===== config.mk =====
export PLATFORM = sky130hd
export DESIGN_NAME = mips_cpu_muldiv
export DESIGN_NICKNAME = d
export VERILOG_FILES = /design/src/rtl/mips_cpu_muldiv_pkg.sv /design/src/rtl/mips_cpu_div_step.sv /design/src/rtl/mips_cpu_muldiv.sv
export SDC_FILE = /design/constraint.sdc
export NUM_CORES = 1
export LEC_CHECK = 0
export BUFFER_PORTS_ARGS = -buffer_cell sky130_fd_sc_hd__buf_2
export CAP_MARGIN = 20
export CORE_MARGIN = 8
export CORE_UTILIZATION = 29
export DETAILED_ROUTE_END_ITERATION = 16
export PLACE_DENSITY = 0.51
export SLEW_MARGIN = 20
export SYNTH_ARGS = -nofsm -noshare
export SYNTH_HDL_FRONTEND = slang
export SYNTH_HIERARCHICAL = 1
export SYNTH_SLANG_ARGS = --single-unit
export TNS_END_PERCENT = 10

===== constraint.sdc =====
create_clock -name clk -period 4.8 [get_ports clk]
set_input_delay 0.96 -clock clk [delete_from_list [all_inputs] [get_ports clk]]
set_output_delay 0.96 -clock clk [all_outputs]
set_load 0.02 [all_outputs]

===== src/rtl/mips_cpu_muldiv_pkg.sv =====
// Shared definitions for the MIPS multiply/divide unit: function codes
// and FSM state encoding. When MIPS_MULDIV_FAST_MUL_EN is defined the
// multiply state does not exist because multiplies complete at issue.
package mips_cpu_muldiv_pkg;

  localparam logic [5:0] FN_MTHI  = 6'h11;
  localparam logic [5:0] FN_MTLO  = 6'h13;
  localparam logic [5:0] FN_MULT  = 6'h18;
  localparam logic [5:0] FN_MULTU = 6'h19;
  localparam logic [5:0] FN_DIV   = 6'h1a;
  localparam logic [5:0] FN_DIVU  = 6'h1b;

`ifdef MIPS_MULDIV_FAST_MUL_EN
  typedef enum logic [1:0] {
    ST_IDLE = 2'd0,
    ST_DIV  = 2'd2,
    ST_FIX  = 2'd3
  } state_e;
`else
  typedef enum logic [1:0] {
    ST_IDLE = 2'd0,
    ST_MUL  = 2'd1,
    ST_DIV  = 2'd2,
    ST_FIX  = 2'd3
  } state_e;
`endif

endpackage


===== src/rtl/mips_cpu_div_step.sv =====
// One restoring-division iteration: shift the next dividend bit into the
// partial remainder and subtract the divisor when it fits.
module mips_cpu_div_step #(
  parameter int WIDTH = 32
) (
  input  logic [WIDTH-1:0] rem_i,
  input  logic             bit_i,
  input  logic [WIDTH-1:0] divisor_i,
  output logic [WIDTH-1:0] rem_o,
  output logic             q_o
);

  logic [WIDTH:0] shifted_s;
  logic [WIDTH:0] diff_s;

  // Trial subtraction; a zero divisor always "fits", giving all-ones quotient bits.
  always_comb begin
    shifted_s = {rem_i, bit_i};
    diff_s    = shifted_s - {1'b0, divisor_i};
    if (shifted_s >= {1'b0, divisor_i}) begin
      q_o   = 1'b1;
      rem_o = diff_s[WIDTH-1:0];
    end else begin
      q_o   = 1'b0;
      rem_o = shifted_s[WIDTH-1:0];
    end
  end

endmodule


===== src/rtl/mips_cpu_muldiv.sv =====
// Iterative multiply/divide unit owning HI/LO. Signed operations work on
// operand magnitudes and apply the sign correction in the FIX state.
// prod_q doubles as the multiply accumulator {upper, multiplier} and as the
// divide working register {remainder, dividend/quotient}.
// Optional: MIPS_MULDIV_FAST_MUL_EN selects a single-cycle multiplier.
module mips_cpu_muldiv
  import mips_cpu_muldiv_pkg::*;
#(
  parameter int WIDTH = 32
) (
  input  logic             clk,
  input  logic             reset,
  input  logic             start,
  input  logic [5:0]       ALU_control,
  input  logic [WIDTH-1:0] rs_content,
  input  logic [WIDTH-1:0] rt_content,
  output logic             busy,
  output logic             done,
  output logic [WIDTH-1:0] hi,
  output logic [WIDTH-1:0] lo
);

  localparam int            CW   = (WIDTH > 1) ? $clog2(WIDTH) : 1;
  localparam logic [CW-1:0] LAST = CW'(WIDTH - 1);

  state_e             state_q, state_d;
  logic [CW-1:0]      cnt_q, cnt_d;
  logic [2*WIDTH-1:0] prod_q, prod_d;
  logic [WIDTH-1:0]   opnd_q, opnd_d;
  logic               neg_lo_q, neg_lo_d;
  logic               neg_hi_q, neg_hi_d;
  logic               div0_q, div0_d;
  logic               is_mul_q, is_mul_d;
  logic [WIDTH-1:0]   hi_q, hi_d;
  logic [WIDTH-1:0]   lo_q, lo_d;
  logic               busy_q, busy_d;
  logic               done_q, done_d;

  logic               is_signed_s;
  logic               a_neg_s, b_neg_s;
  logic [WIDTH-1:0]   a_mag_s, b_mag_s;
  logic [WIDTH-1:0]   step_rem_s;
  logic               step_q_s;
  logic [WIDTH:0]     mul_sum_s;
`ifdef MIPS_MULDIV_FAST_MUL_EN
  logic [2*WIDTH-1:0] ext_a_s, ext_b_s, fast_prod_s;
`endif

  assign busy = busy_q;
  assign done = done_q;
  assign hi   = hi_q;
  assign lo   = lo_q;

  mips_cpu_div_step #(.WIDTH(WIDTH)) u_div_step (
    .rem_i     (prod_q[2*WIDTH-1:WIDTH]),
    .bit_i     (prod_q[WIDTH-1]),
    .divisor_i (opnd_q),
    .rem_o     (step_rem_s),
    .q_o       (step_q_s)
  );

  // Operand decode: signedness and magnitudes used when an op is latched.
  always_comb begin
    is_signed_s = (ALU_control == FN_MULT) || (ALU_control == FN_DIV);
    a_neg_s     = is_signed_s & rs_content[WIDTH-1];
    b_neg_s     = is_signed_s & rt_content[WIDTH-1];
    a_mag_s     = a_neg_s ? ({WIDTH{1'b0}} - rs_content) : rs_content;
    b_mag_s     = b_neg_s ? ({WIDTH{1'b0}} - rt_content) : rt_content;
    mul_sum_s   = {1'b0, prod_q[2*WIDTH-1:WIDTH]} +
                  (prod_q[0] ? {1'b0, opnd_q} : {(WIDTH+1){1'b0}});
`ifdef MIPS_MULDIV_FAST_MUL_EN
    ext_a_s     = {{WIDTH{a_neg_s}}, rs_content};
    ext_b_s     = {{WIDTH{b_neg_s}}, rt_content};
    fast_prod_s = ext_a_s * ext_b_s;
`endif
  end

  // Next-state logic: issue, per-bit iteration and final sign correction.
  always_comb begin
    state_d  = state_q;
    cnt_d    = cnt_q;
    prod_d   = prod_q;
    opnd_d   = opnd_q;
    neg_lo_d = neg_lo_q;
    neg_hi_d = neg_hi_q;
    div0_d   = div0_q;
    is_mul_d = is_mul_q;
    hi_d     = hi_q;
    lo_d     = lo_q;
    busy_d   = busy_q;
    done_d   = 1'b0;
    case (state_q)
      ST_IDLE: begin
        if (start) begin
          case (ALU_control)
            FN_MULT, FN_MULTU: begin
`ifdef MIPS_MULDIV_FAST_MUL_EN
              {hi_d, lo_d} = fast_prod_s;
              done_d       = 1'b1;
`else
              state_d  = ST_MUL;
              busy_d   = 1'b1;
              cnt_d    = {CW{1'b0}};
              opnd_d   = a_mag_s;
              prod_d   = {{WIDTH{1'b0}}, b_mag_s};
              neg_lo_d = a_neg_s ^ b_neg_s;
              neg_hi_d = 1'b0;
              div0_d   = 1'b0;
              is_mul_d = 1'b1;
`endif
            end
            FN_DIV, FN_DIVU: begin
              state_d  = ST_DIV;
              busy_d   = 1'b1;
              cnt_d    = {CW{1'b0}};
              opnd_d   = b_mag_s;
              prod_d   = {{WIDTH{1'b0}}, a_mag_s};
              neg_lo_d = a_neg_s ^ b_neg_s;
              neg_hi_d = a_neg_s;
              div0_d   = (rt_content == {WIDTH{1'b0}});
              is_mul_d = 1'b0;
            end
            FN_MTHI: hi_d = rs_content;
            FN_MTLO: lo_d = rs_content;
            default: state_d = ST_IDLE;
          endcase
        end else begin
          state_d = ST_IDLE;
        end
      end
`ifndef MIPS_MULDIV_FAST_MUL_EN
      ST_MUL: begin
        prod_d = {mul_sum_s, prod_q[WIDTH-1:1]};
        cnt_d  = cnt_q + CW'(1);
        if (cnt_q == LAST) begin
          state_d = ST_FIX;
        end else begin
          state_d = ST_MUL;
        end
      end
`endif
      ST_DIV: begin
        prod_d = {step_rem_s, prod_q[WIDTH-2:0], step_q_s};
        cnt_d  = cnt_q + CW'(1);
        if (cnt_q == LAST) begin
          state_d = ST_FIX;
        end else begin
          state_d = ST_DIV;
        end
      end
      ST_FIX: begin
        if (is_mul_q) begin
          {hi_d, lo_d} = neg_lo_q ? ({(2*WIDTH){1'b0}} - prod_q) : prod_q;
        end else begin
          lo_d = div0_q   ? {WIDTH{1'b1}} :
                 neg_lo_q ? ({WIDTH{1'b0}} - prod_q[WIDTH-1:0]) : prod_q[WIDTH-1:0];
          hi_d = neg_hi_q ? ({WIDTH{1'b0}} - prod_q[2*WIDTH-1:WIDTH])
                          : prod_q[2*WIDTH-1:WIDTH];
        end
        state_d = ST_IDLE;
        busy_d  = 1'b0;
        done_d  = 1'b1;
        cnt_d   = {CW{1'b0}};
      end
      default: begin
        state_d = ST_IDLE;
        busy_d  = 1'b0;
      end
    endcase
  end

  // State and datapath registers with synchronous reset aborting any operation.
  always_ff @(posedge clk) begin
    if (reset) begin
      state_q  <= ST_IDLE;
      cnt_q    <= {CW{1'b0}};
      prod_q   <= {(2*WIDTH){1'b0}};
      opnd_q   <= {WIDTH{1'b0}};
      neg_lo_q <= 1'b0;
      neg_hi_q <= 1'b0;
      div0_q   <= 1'b0;
      is_mul_q <= 1'b0;
      hi_q     <= {WIDTH{1'b0}};
      lo_q     <= {WIDTH{1'b0}};
      busy_q   <= 1'b0;
      done_q   <= 1'b0;
    end else begin
      state_q  <= state_d;
      cnt_q    <= cnt_d;
      prod_q   <= prod_d;
      opnd_q   <= opnd_d;
      neg_lo_q <= neg_lo_d;
      neg_hi_q <= neg_hi_d;
      div0_q   <= div0_d;
      is_mul_q <= is_mul_d;
      hi_q     <= hi_d;
      lo_q     <= lo_d;
      busy_q   <= busy_d;
      done_q   <= done_d;
    end
  end

endmodule


* Word-level counts from Yosys, hierarchy flattened
Index checks and enable logic that the tools add are counted.
** Storage, ports and cells
- Bits in writable memories :: 0
- Bits in latches :: 0
- Bits in read-only memories :: 0
- Output and inout port bits :: 66
- Memories :: 0
- Bits in registers :: 173
- Input bits :: 73
** Operators by class
- Shift-type cells :: 0
- Equal/unequal tests :: 16
- $add $sub $neg :: 8
- Divide/modulo/power cells :: 0
- Bitwise logic cells :: 3
- Reduce and logical (&&, ||, !) cells :: 18
- $mul :: 0
- Magnitude comparators :: 1
- Multiplexer cells :: 36
** Operator list (number)
- $mux 32 :: 13
- $pmux 32 s2 :: 3
- $pmux 64 s3 :: 1
- $mux 64 :: 2
- $pmux 64 s2 :: 1
- $sub 1x32->32 const A :: 4
- $sub 1x64->64 const A :: 1
- $eq 6x5->1 const B :: 6
- $add 32x32->33 :: 1
- $ge 33x32->1 :: 1
- $logic_not 32->1 :: 1
- $sub 32x32->32 :: 1
- $reduce_and 3->1 :: 6
- $pmux 5 s3 :: 1
- $mux 5 :: 2
- $pmux 1 s2 :: 4
- $pmux 2 s4 :: 1
- $reduce_or 2->1 :: 4
- $pmux 2 s3 :: 1
- $add 5x1->5 const B :: 1
- $eq 5x5->1 const B :: 1
- $mux 1 :: 5
- $eq 2x2->1 const B :: 2
- $mux 2 :: 2
- 13 further kinds :: 17

* Longest topological paths before layout
- Depth after elaboration :: 7
- Mapped depth :: 18
- Gate-level depth less buffers :: 15

* Cells and area by module
The synthesis kept the hierarchy.
** By module, submodules not included
- mips_cpu_muldiv :: area each 12882.4 µm², cells an instance 1742, instances 1, seq. area each 3463.3 µm²
- mips_cpu_div_step :: area each 2331.0 µm², cells an instance 323, instances 1, seq. area each 0.0 µm²

* Least setup slack after synthesis
No wires, ideal clock.
- Path kind :: register to register
- Start point :: register prod_q[38]
- End point :: register prod_q[59]
- Data arrival time :: 3.423 ns
- Buffers on the path :: 2
- Required time :: 4.673 ns
- Cell stages (with the launch flop) :: 17
- Slack :: 1.250 ns
- Cells stage by stage :: dfxtp_1 -> ha_1 -> a21oi_2 -> a211oi_1 -> or3_4 -> nor4b_4 -> o21ai_2 -> a31oi_4 -> o21a_4 -> inv_2 -> buf_6 -> buf_12 -> mux2_4 -> and3_1 -> a21oi_1 -> o22ai_1 -> or3_1
** Between the ends
- Longest elaborated chain between the ends :: 3
- Elaborated cells on any way between the ends :: 5
- Classes of those cells :: add/sub: 2; order compare: 1; mux: 2
** RTL lines
- start: declaration :: RTL line mips_cpu_muldiv.sv:28 : logic [2*WIDTH-1:0] prod_q, prod_d;
- start signal: assignment :: RTL line mips_cpu_muldiv.sv:177 : prod_q <= {(2*WIDTH){1'b0}};
- start signal: assignment :: RTL line mips_cpu_muldiv.sv:190 : prod_q <= prod_d;
- $sub 32x32->32 or $ge 33x32->1 (tied branches) :: RTL line mips_cpu_div_step.sv:19, mips_cpu_div_step.sv:20
- $mux 32 (*) :: RTL line mips_cpu_div_step.sv:20 : if (shifted_s >= {1'b0, divisor_i}) begin
- net step_rem_s[27] :: RTL line mips_cpu_muldiv.sv:42 : logic [WIDTH-1:0] step_rem_s;
- $pmux 64 s3 (*) :: RTL line mips_cpu_muldiv.sv:92 : case (state_q)
Mark *: on every way through the listed nets, which the timed path passes. The rest lies on a longest branch.
A chain may end at the register's enable or synchronous reset.

* Worst setup path in the final report
- Start point :: register prod_q[0]
- End point :: register prod_q[57]
** Between the ends
- Longest elaborated chain between the ends :: 3
** RTL lines
- $mux 32 :: RTL line mips_cpu_muldiv.sv:70 : (prod_q[0] ? {1'b0, opnd_q} : {(WIDTH+1){1'b0}});
- $add 32x32->33 :: RTL line mips_cpu_muldiv.sv:69 : mul_sum_s = {1'b0, prod_q[2*WIDTH-1:WIDTH]} +
- $pmux 64 s3 :: RTL line mips_cpu_muldiv.sv:92
Every way passes these cells.

==> metrics.md <==
| Metric | Value |
|---|---|
| CP Max Fanout | `14` |
| Hold Crit Class | `register to register` |
| Post-synth top cells | `nand2_1, nor2_1, a21oi_1` |
| Vias in the first global route | `15380` |
| Xor/xnor share of the synthesized area | `9.672%` |
| Setup TNS | `0 ns` |
| Post-DP HPWL | `52040 um` |
| Post-route ant nets | `0` |
| Area Growth Syn to Fin | `13.02%` |
| Worst VDD drop | `254.4 uV` |
| Synth warnings | `6` |
| Clock Latency Late Sink | `0.47 ns` |
| Critical Path AT | `4.36 ns` |
| Port bufs | `138` |
| GRT Util Overall | `21.20%` |
| Top layer reached by signal wires | `met4` |
| Core area | `52240 um^2` |
| Largest net degree at the start of global routing | `78` |
| GPL Wtd Cong | `0.9760` |
| Post-CTS Setup Bufs | `0` |
| Post-layout min period | `3.979 ns` |
| DRC Markers | `0` |
| RSZ-0062 raised after global routing | `false` |
| Wire length on met3 | `3779 um` |
| Pre-CTS setup slack | `0.9194 ns` |
| Cell leakage power | `6.996 nW` |
| Metal-1 WL | `29340 um` |
| Asr flop ratio synth | `0%` |
| Mux share of post-synthesis cell area | `3.495%` |
| Critical Path Sink Type | `register` |
| Pwr dens | `211.6 nW/um^2` |
| Area after DPL | `16580 um^2` |
| Post-route cell area | `17190 um^2` |
| Die X | `245.0 um` |
| Largest family of logic cells by synthesized area | `compound AO/OA/AOI/OAI gates` |
| H-tree levels | `4` |
| Number of synthesized register bits | `173` |
| Final-report max-slew violation count | `0` |
| Crit Path Class | `register to register` |
| Io pins | `139` |
| Worst clock skew | `0.01479 ns` |
| CP Cell Sequence | `and2_1 > ha_1 > inv_1 > fa_1 > nand2b_1 > a21oi_1 > nor2b_1 > o31ai_1 > a41o_1 > nor4b_1 > a31o_1 > o32ai_1` |
| Syn nets | `2214` |
| Drt via density | `5.802` |
| Final setup violation count | `0` |
| Routed WL | `66760 um` |
| Clock Sinks | `173` |
| Num rows | `84` |
| Max transition margin | `27.47%` |
| TritonCTS clock tree | `yes` |
| Met2 wire length | `31460 um` |
| Critical Path RT | `5.18 ns` |
| Count leader, synth | `nand2_1` |
| Critical path startpoint category | `register` |
| First-pass GRT wire length | `98370 um` |
| DRT Pass-1 Iters | `6` |
| Max clock buf depth | `2` |
| Cell taking the most area after synthesis | `dfxtp_1` |
| Initial detailed-routing violation count | `1661` |
| Remaining global-route overflow | `0` |
| Post-Synthesis Cells | `2065` |
| Number of synthesized flops with an enable pin | `0` |
| Slowest stage delay, CP | `0.79 ns` |
| Area share of the largest cell type after synthesis | `22.77%` |
| CTS Buf Count | `17` |
| Slowest cell on crit path | `dfxtp_1` |
| Initial core utilization | `29.12%` |
| Initial antenna violation count | `0` |
| Nets | `2273` |
| Simple-gate portion of the synthesized area | `22.97%` |
| Cts hold-fix bufs | `0` |
| CTS-repair resized insts | `0` |
| Slew @ Worst Pin | `1.085 ns` |
| Compound-Gate Fraction of Synth Area | `28.91%` |
| CTS root buffer | `clkbuf_16` |
| Die ar. | `60040 um^2` |
| Top_reg_cell synth | `dfxtp_1` |
| Final worst-path cycle share | `82.89%` |
| Synth Area in Adders | `6.349%` |
| Top cells by area, synth | `dfxtp_1, a21oi_1, ha_1, xnor2_1, nand2_1` |
| Layout cells sized above 1 | `14.04%` |
| Reg clk slew, reported paths | `0.08 ns` |
| Final hold vios | `0` |
| WL/cell | `23.61 um` |
| Final WS setup | `0.8211 ns` |
| Mean Syn Cell Area | `7.367 um^2` |
| Register area share after synthesis | `22.77%` |
| Mapped Area | `15210 um^2` |
| Max frequency | `251.3 MHz` |
| Via count | `16400` |
| Status | `finished, final reports clean` |
| # Max-Cap Violations | `0` |
| Die Y-Extent | `245.0 um` |
| Synth cell types | `97` |
## power by group
| group | switching, mW | total [mW] | leakage [nW] | internal (mW) |
|---|---|---|---|---|
| clock | 0.701 | 1.53 | 0.302 | 0.832 |
| combinational | 0.391 | 0.634 | 5.30 | 0.243 |
| sequential | 0.0247 | 1.47 | 1.40 | 1.45 |
| total | 1.12 | 3.64 | 7.00 | 2.52 |
## final cells by class
cell class	count	area, um^2
well taps	688	860.8
inverters	72	270.3
flip-flops and latches	173	3463
multi-input cells	1670	10900
diodes	2	5.005
clock buffers	18	429.2
fillers	5611	35040
clock inverters	14	177.7
repair buffers	190	1087
## cell usage in the layout, fill, tap and decap left out, types with 51 or more instances in the layout
cell type  count
nor2_1       198
xor2_1        76
buf_4         52
a21oi_1      191
buf_2        137
xnor2_1       92
dfxtp_1      173
nor3_1        51
o21ai_0      122
ha_1          73
inv_1         70
nand2_1      204
## flip-flops by register name, indices dropped and copies added, names as in the netlist
name and count:
prod_q 64, busy 1, opnd_q 32, hi 32, state_q 2, neg_lo_q 1
neg_hi_q 1, is_mul_q 1, lo 32, cnt_q 5, done 1, div0_q 1
## path summary, 6_finish.rpt
| kind | from | endpoint | slack (ns) | cells past startpoint |
|---|---|---|---|---|
| min | lo[9] | lo[9] | 0.45 | 2 |
| min reg2reg | lo[9] | lo[9] | 0.45 | 2 |
| max reg2reg | prod_q[0] | prod_q[57] | 0.82 | 12 |
| max | prod_q[0] | prod_q[57] | 0.82 | 12 |
## critical path: cells and delay by family (launching register included)
family | cells | cell delay (ns)
fa+ha+maj | 2 | 0.54
compound gates | 5 | 1.80
flops | 1 | 0.79
simple gates | 4 | 0.72
buf+inv | 1 | 0.06
## per-layer routing
metal | global-route usage, % | up-vias
met1 | 28.28 | 7983
li1 | - | 7658
met2 | 35.11 | 651
met5 | 0 | -
met4 | 6.800 | 0
met3 | 2.717 | 110
## cells by family after synthesis
| logic type | after synthesis |
|---|---|
| xor gates and xnor gates | 168 |
| adders and majority gates | 76 |
| buffers and inverters | 222 |
| DFF | 173 |
| and+or+nand+nor | 706 |
| muxes | 46 |
| AOI/OAI and AO/OA | 674 |
## stage by stage
stage / total power [mW] / std cells / utilization [%] / hold slack, ns
after floorplan: 1.908 / 2065 / - / 0.4319
after global placement: 2.123 / 2793 / 31.74 / 0.4421
after detailed placement: 2.126 / 2793 / 31.74 / 0.4473
after CTS: 3.655 / 2825 / 32.90 / 0.4571
after global routing: 3.762 / 2825 / 32.91 / 0.4696
final: 3.638 / 2827 / 32.92 / 0.4532
No activity file was read; power rests on OpenSTA's default activity.
